===== src/rtl/player_ctl_if.sv =====
// Keyboard/vblank inputs and sprite position outputs of the player motion controller.
interface player_ctl_if;
  logic        vblnk;
  logic        key_left;
  logic        key_right;
  logic        key_jump;
  logic [11:0] x_value;
  logic [11:0] y_value;
  logic [1:0]  state;
  logic [4:0]  charge;

  modport master (output vblnk, key_left, key_right, key_jump,
                  input  x_value, y_value, state, charge);
  modport slave  (input  vblnk, key_left, key_right, key_jump,
                  output x_value, y_value, state, charge);
endinterface


===== src/rtl/player_ctl.sv =====
// Player sprite motion controller: ground walk, charged jump and gravity flight, one step per vblnk rising edge.
// Define PLAYER_CTL_WALL_BOUNCE_EN to make the sprite rebound off the side walls while airborne.
module player_ctl #(
  parameter int X_INIT     = 400,
  parameter int FLOOR_Y    = 536,
  parameter int X_MAX      = 752,
  parameter int WALK_STEP  = 2,
  parameter int VX_JUMP    = 3,
  parameter int CHARGE_MAX = 31,
  parameter int GRAVITY    = 1,
  parameter int VY_MAX     = 15
) (
  input logic         clk,
  input logic         rst,
  player_ctl_if.slave bus
);
  typedef enum logic [1:0] {GROUND = 2'd0, CHARGE = 2'd1, AIR = 2'd2} state_t;

  localparam logic signed [12:0] FLOOR_S      = 13'(FLOOR_Y);
  localparam logic signed [12:0] X_MAX_S      = 13'(X_MAX);
  localparam logic signed [12:0] STEP_S       = 13'(WALK_STEP);
  localparam logic signed [12:0] VXJ_S        = 13'(VX_JUMP);
  localparam logic signed [12:0] GRAV_S       = 13'(GRAVITY);
  localparam logic signed [12:0] VY_MAX_S     = 13'(VY_MAX);
  localparam logic [4:0]         CHARGE_MAX_U = 5'(CHARGE_MAX);

  state_t             st;
  logic [11:0]        x_q;
  logic [11:0]        y_q;
  logic [4:0]         charge_q;
  logic signed [12:0] vx;
  logic signed [12:0] vy;
  logic signed [12:0] jdir;
  logic               vblnk_d;
  logic               armed;

  logic               tick;
  logic signed [12:0] dir;
  logic signed [12:0] walk_x;
  logic signed [12:0] walk_x_clamped;
  logic signed [12:0] nx;
  logic signed [12:0] ny;
  logic signed [12:0] vy_grav;
  logic signed [12:0] vy_launch;
  logic signed [12:0] wall_vx;
  logic [4:0]         charge_inc;

  always_comb begin
    tick = bus.vblnk & ~vblnk_d;
    dir  = '0;
    if (bus.key_right && !bus.key_left)
      dir = 13'sd1;
    else if (bus.key_left && !bus.key_right)
      dir = -13'sd1;
    walk_x         = $signed({1'b0, x_q}) + dir * STEP_S;
    walk_x_clamped = walk_x;
    if (walk_x < 0)
      walk_x_clamped = '0;
    else if (walk_x > X_MAX_S)
      walk_x_clamped = X_MAX_S;
    nx         = $signed({1'b0, x_q}) + vx;
    ny         = $signed({1'b0, y_q}) + vy;
    vy_grav    = (vy + GRAV_S > VY_MAX_S) ? VY_MAX_S : vy + GRAV_S;
    vy_launch  = -(13'sd4 + $signed({9'd0, charge_q[4:1]}));
    charge_inc = (charge_q >= CHARGE_MAX_U) ? CHARGE_MAX_U : charge_q + 5'd1;
`ifdef PLAYER_CTL_WALL_BOUNCE_EN
    wall_vx = -vx;
`else
    wall_vx = '0;
`endif
  end

  // armed is only updated on ticks, so a jump pressed between frames is still honoured at the next tick.
  always_ff @(posedge clk) begin
    if (rst) begin
      st       <= GROUND;
      x_q      <= 12'(X_INIT);
      y_q      <= 12'(FLOOR_Y);
      charge_q <= '0;
      vx       <= '0;
      vy       <= '0;
      jdir     <= '0;
      vblnk_d  <= 1'b0;
      armed    <= 1'b0;
    end else begin
      vblnk_d <= bus.vblnk;
      if (tick) begin
        armed <= ~bus.key_jump;
        unique case (st)
          GROUND: begin
            if (bus.key_jump && armed) begin
              st       <= CHARGE;
              charge_q <= '0;
              jdir     <= dir;
            end else begin
              x_q <= walk_x_clamped[11:0];
            end
          end
          CHARGE: begin
            if (bus.key_jump) begin
              charge_q <= charge_inc;
              jdir     <= dir;
            end else begin
              st       <= AIR;
              vy       <= vy_launch;
              vx       <= jdir * VXJ_S;
              charge_q <= '0;
            end
          end
          AIR: begin
            vy  <= vy_grav;
            y_q <= ny[11:0];
            x_q <= nx[11:0];
            if (ny < 0) begin
              y_q <= '0;
              vy  <= '0;
            end
            if (nx < 0) begin
              x_q <= '0;
              vx  <= wall_vx;
            end else if (nx > X_MAX_S) begin
              x_q <= X_MAX_S[11:0];
              vx  <= wall_vx;
            end
            // Landing wins over wall handling for vx.
            if (vy > 0 && ny >= FLOOR_S) begin
              y_q <= FLOOR_S[11:0];
              vx  <= '0;
              vy  <= '0;
              st  <= GROUND;
            end
          end
          default: st <= GROUND;
        endcase
      end
    end
  end

  assign bus.x_value = x_q;
  assign bus.y_value = y_q;
  assign bus.state   = st;
  assign bus.charge  = charge_q;
endmodule


===== src/flat_wrapper.sv =====
// flat-port wrapper written by rule: the top's interface ports become plain ports
module player_ctl_flat 
#(
  parameter int X_INIT     = 400,
  parameter int FLOOR_Y    = 536,
  parameter int X_MAX      = 752,
  parameter int WALK_STEP  = 2,
  parameter int VX_JUMP    = 3,
  parameter int CHARGE_MAX = 31,
  parameter int GRAVITY    = 1,
  parameter int VY_MAX     = 15
)
  (clk, rst, bus_vblnk, bus_key_left, bus_key_right, bus_key_jump, bus_x_value, bus_y_value, bus_state, bus_charge);
  player_ctl_if bus_i ();
  input logic clk;
  input logic rst;
  input wire logic [$bits(bus_i.vblnk)-1:0] bus_vblnk;
  input wire logic [$bits(bus_i.key_left)-1:0] bus_key_left;
  input wire logic [$bits(bus_i.key_right)-1:0] bus_key_right;
  input wire logic [$bits(bus_i.key_jump)-1:0] bus_key_jump;
  output wire logic [$bits(bus_i.x_value)-1:0] bus_x_value;
  output wire logic [$bits(bus_i.y_value)-1:0] bus_y_value;
  output wire logic [$bits(bus_i.state)-1:0] bus_state;
  output wire logic [$bits(bus_i.charge)-1:0] bus_charge;
  assign bus_i.vblnk = bus_vblnk;
  assign bus_i.key_left = bus_key_left;
  assign bus_i.key_right = bus_key_right;
  assign bus_i.key_jump = bus_key_jump;
  assign bus_x_value = bus_i.x_value;
  assign bus_y_value = bus_i.y_value;
  assign bus_state = bus_i.state;
  assign bus_charge = bus_i.charge;
  player_ctl #(.X_INIT(X_INIT), .FLOOR_Y(FLOOR_Y), .X_MAX(X_MAX), .WALK_STEP(WALK_STEP), .VX_JUMP(VX_JUMP), .CHARGE_MAX(CHARGE_MAX), .GRAVITY(GRAVITY), .VY_MAX(VY_MAX)) u_core (.clk(clk), .rst(rst), .bus(bus_i));
endmodule

===== config.mk =====
export PLATFORM = sky130hd
export DESIGN_NAME = player_ctl_flat
export DESIGN_NICKNAME = d
export VERILOG_FILES = /design/src/rtl/player_ctl_if.sv /design/src/rtl/player_ctl.sv /design/src/flat_wrapper.sv
export SDC_FILE = /design/constraint.sdc
export NUM_CORES = 1
export LEC_CHECK = 0
export ABC_AREA = 1
export CORE_ASPECT_RATIO = 1.4
export CORE_MARGIN = 2
export CORE_UTILIZATION = 40
export DETAILED_ROUTE_END_ITERATION = 10
export DONT_BUFFER_PORTS = 1
export PLACE_DENSITY_LB_ADDON = 0.05
export SLEW_MARGIN = 20
export SYNTH_ARGS = -nofsm -noshare
export SYNTH_HDL_FRONTEND = slang
export SYNTH_SLANG_ARGS = --single-unit

===== constraint.sdc =====
create_clock -name clk -period 3.1 [get_ports clk]
set_input_delay 0.465 -clock clk [delete_from_list [all_inputs] [get_ports clk]]
set_output_delay 0.465 -clock clk [all_outputs]
set_load 0.01 [all_outputs]

==> key figures <==
Yosys
  • Asr flop ratio synth: 0%
  • Netlist cell types: 37
  • Syn Inst Count: 795
  • Yosys reg bits: 52
  • Sequential element share of the synthesized area: 21.2%
  • Synth Flop Type: dfxtp_1
  • Syn nets: 846
  • Synth Cell Area: 0.00491 mm2
  • Synth Area per Inst: 6.17 um2
  • Yosys Warn Count: 0
  • Number of synthesized flops with an enable pin: 0

Global routing
  • Initial antenna violation count: 0
  • GR Overflow Total: 0
  • First-pass GRT wire length: 23200 um
  • Vias in the first global route: 4838
  • GRT Resource Usage Total: 21.7%
  • Largest net degree at the start of global routing: 28

Setup path
  • Worst Setup SP: u_core.vx[11]
  • R2R setup slack: 290 ps
  • Reg-to-reg startpoint: u_core.vx[11]
  • Crit. End Element: flop
  • Worst Reg2Reg Path Length in Cells: 14
  • Startpoint Class: flop
  • Reg2reg end: u_core.vx[1]
  • WP data required: 3340 ps
  • CP Class: flop to flop
  • Worst endpoint data arrival time: 3040 ps
  • Crit path max fanout: 11
  • Critical path destination: u_core.vx[1]

Clock network
  • CTS Buf Count: 5
  • Post-CTS Resized: 0
  • Setup Fix Bufs, Post-CTS: 0
  • H-tree depth: 2
  • CTS tree: yes
  • Root Driver: clkbuf_16
  • Worst-path clk slew: 80 ps
  • Clock sink total: 52
  • Clk buf depth: 2
  • Hold Buf Count CTS: 0
  • Clock insertion delay at the later pin of the skew report: 300 ps

STA
  • Setup violators final: 0
  • Sum Neg Setup Slack: 0 ps
  • Final Hold Vio Count: 0
  • Max-slew violations: 0
  • Period utilization: 90.5%
  • Worst Skew: 9.81 ps
  • Setup slack after layout: 295 ps
  • Fmax: 356 MHz
  • Hold slack: 230 ps
  • Worst slew pin tran: 795 ps
  • Final min period: 2810 ps
  • Slew headroom: 46.9%
  • RSZ-0062 raised after global routing: false

Drt
  • Vias: 4978
  • TritonRoute pass-1 iters: 5
  • Post-Route WL: 14200 um
  • First DRT Iteration DRCs: 174
  • Wire length per cell: 14.9 um
  • DR vias/cell: 5.25
  • Final ANT Viol Nets: 0
  • Drc violations: 0

Cells and area
  • Util after Layout: 44.6%
  • Share of cells above drive strength 1: 6.11%
  • Storage cell area: 0.00104 mm2
  • Synth-to-layout area growth: 7.88%
  • Final #Nets: 852
  • Ant. Diodes: 0
  • Fillers: 1301
  • Area of the multi-input gates: 0.00335 mm2

Place
  • Hpwl dp: 11300 um
  • Number of buffers added on ports: 0
  • Routability Congestion: 0.898
  • Place WS: 290 ps

Floorplanning
  • FP Rows: 47
  • Initial core utilization: 41.3%
  • Die ar.: 0.0132 mm2
  • Total core area: 0.0119 mm2
  • Die width: 97.6 um
  • Die Ht: 135 um
  • Ports: 37

Run status
  • Status: completed

Pwr
  • Power, Total: 1.88 mW
  • LEAKAGE: 2.62 nW
  • VDD IR max: 0.274 mV
  • Pwr/cell area: 355 mW/mm2

Job
  • MaxCap Viol Count: 0

Min path
  • Hold crit path type: input pin to flop
[cell type report]
class | count | share of cell area, %
Timing Repair Buffer | 18 | 2.55
Clock inverter | 3 | 0.875
Sequential cell | 52 | 19.7
Tap cell | 147 | 3.48
Multi-Input combinational cell | 614 | 63.3
Inverter | 110 | 7.80
Clock buffer | 5 | 2.36
[critical path, cell delays in order, from the launching register on]
cell and delay [ps]:
dfxtp_1 600, ha_1 370, a21oi_1 300, nand2_1 100
nand2_1 60, nand3_1 140, nand3_1 110, nand2_1 60
xor2_1 200, nand2_1 140, nor2_4 190, nand2_1 190
nand3_1 110, nand2_1 50, nor2_1 120
[cells by family after synthesis]
family,after synthesis,synth area share (%)
simple gates,403,36.0
flops,52,21.2
xor+xnor,28,5.84
buf+inv,129,10.5
compound gates,138,14.7
fa+ha+maj,45,11.8
[registers in the layout, indices dropped and copies added (netlist names)]
signal,cells
u_core.jdir,2
u_core.vy,13
u_core.vblnk_d,1
u_core.bus.charge,5
u_core.armed,1
u_core.bus.y_value,12
u_core.bus.x_value,12
u_core.bus.state,2
u_core.vx,4
[metal layers]
layer	global-route usage [%]	share of wire [%]	up-vias
met1	22.8	39	2282
met4	7.25	1.9	0
met2	43.9	56	80
met5	0	0	-
met3	2.43	3.0	17
li1	-	-	2599
[how the worst min path moves through the flow]
stage / slack [ps] / cells after the start / from / end
2_1_floorplan: 440 / 2 / u_core.vx[0] / u_core.vx[0]
3_3_place_gp: 460 / 2 / u_core.vx[0] / u_core.vx[0]
3_5_place_dp: 460 / 2 / u_core.vx[0] / u_core.vx[0]
4_1_cts: 220 / 1 / rst / u_core.bus.y_value[11]
5_1_grt: 220 / 1 / rst / u_core.bus.y_value[2]
6_report: 230 / 1 / rst / u_core.bus.y_value[2]
[power breakdown]
| part | leakage, nW | internal [mW] | switching, mW | total [mW] |
|---|---|---|---|---|
| clock network | 0.0804 | 0.385 | 0.279 | 0.664 |
| logic | 2.12 | 0.167 | 0.327 | 0.493 |
| registers | 0.422 | 0.690 | 0.0313 | 0.722 |
[cells in the final DEF (no fill, tap or decap), drive strengths merged, types with 10 or more instances in the layout]
master,n
nand2,235
inv,111
a21oi,84
nand3,66
nor2,58
dfxtp,52
ha,43
o21ai,43
xor2,26
nand4,22
buf,18
nor3,10
[Yosys cell counts (4+ instances only)]
master	count	area share, %
a21oi_1	84	8.6
buf_2	4	0.41
clkbuf_1	10	0.77
dfxtp_1	52	21
ha_1	43	11
inv_1	108	8.3
nand2_1	226	17
nand2_2	8	1.0
nand3_1	66	6.7
nand3b_1	7	1.1
nand4_1	22	2.8
nor2_1	52	4.0
nor3_1	9	0.92
o21ai_0	42	4.3
o21bai_1	6	0.92
xor2_1	22	3.9
[stage by stage]
stage	area, um2	cells
finish	5290	949
global route	5290	949
CTS	5290	949
detailed placement	5120	941
global placement	5120	941
floorplan	4910	795
(Power assumes the default switching activity.)
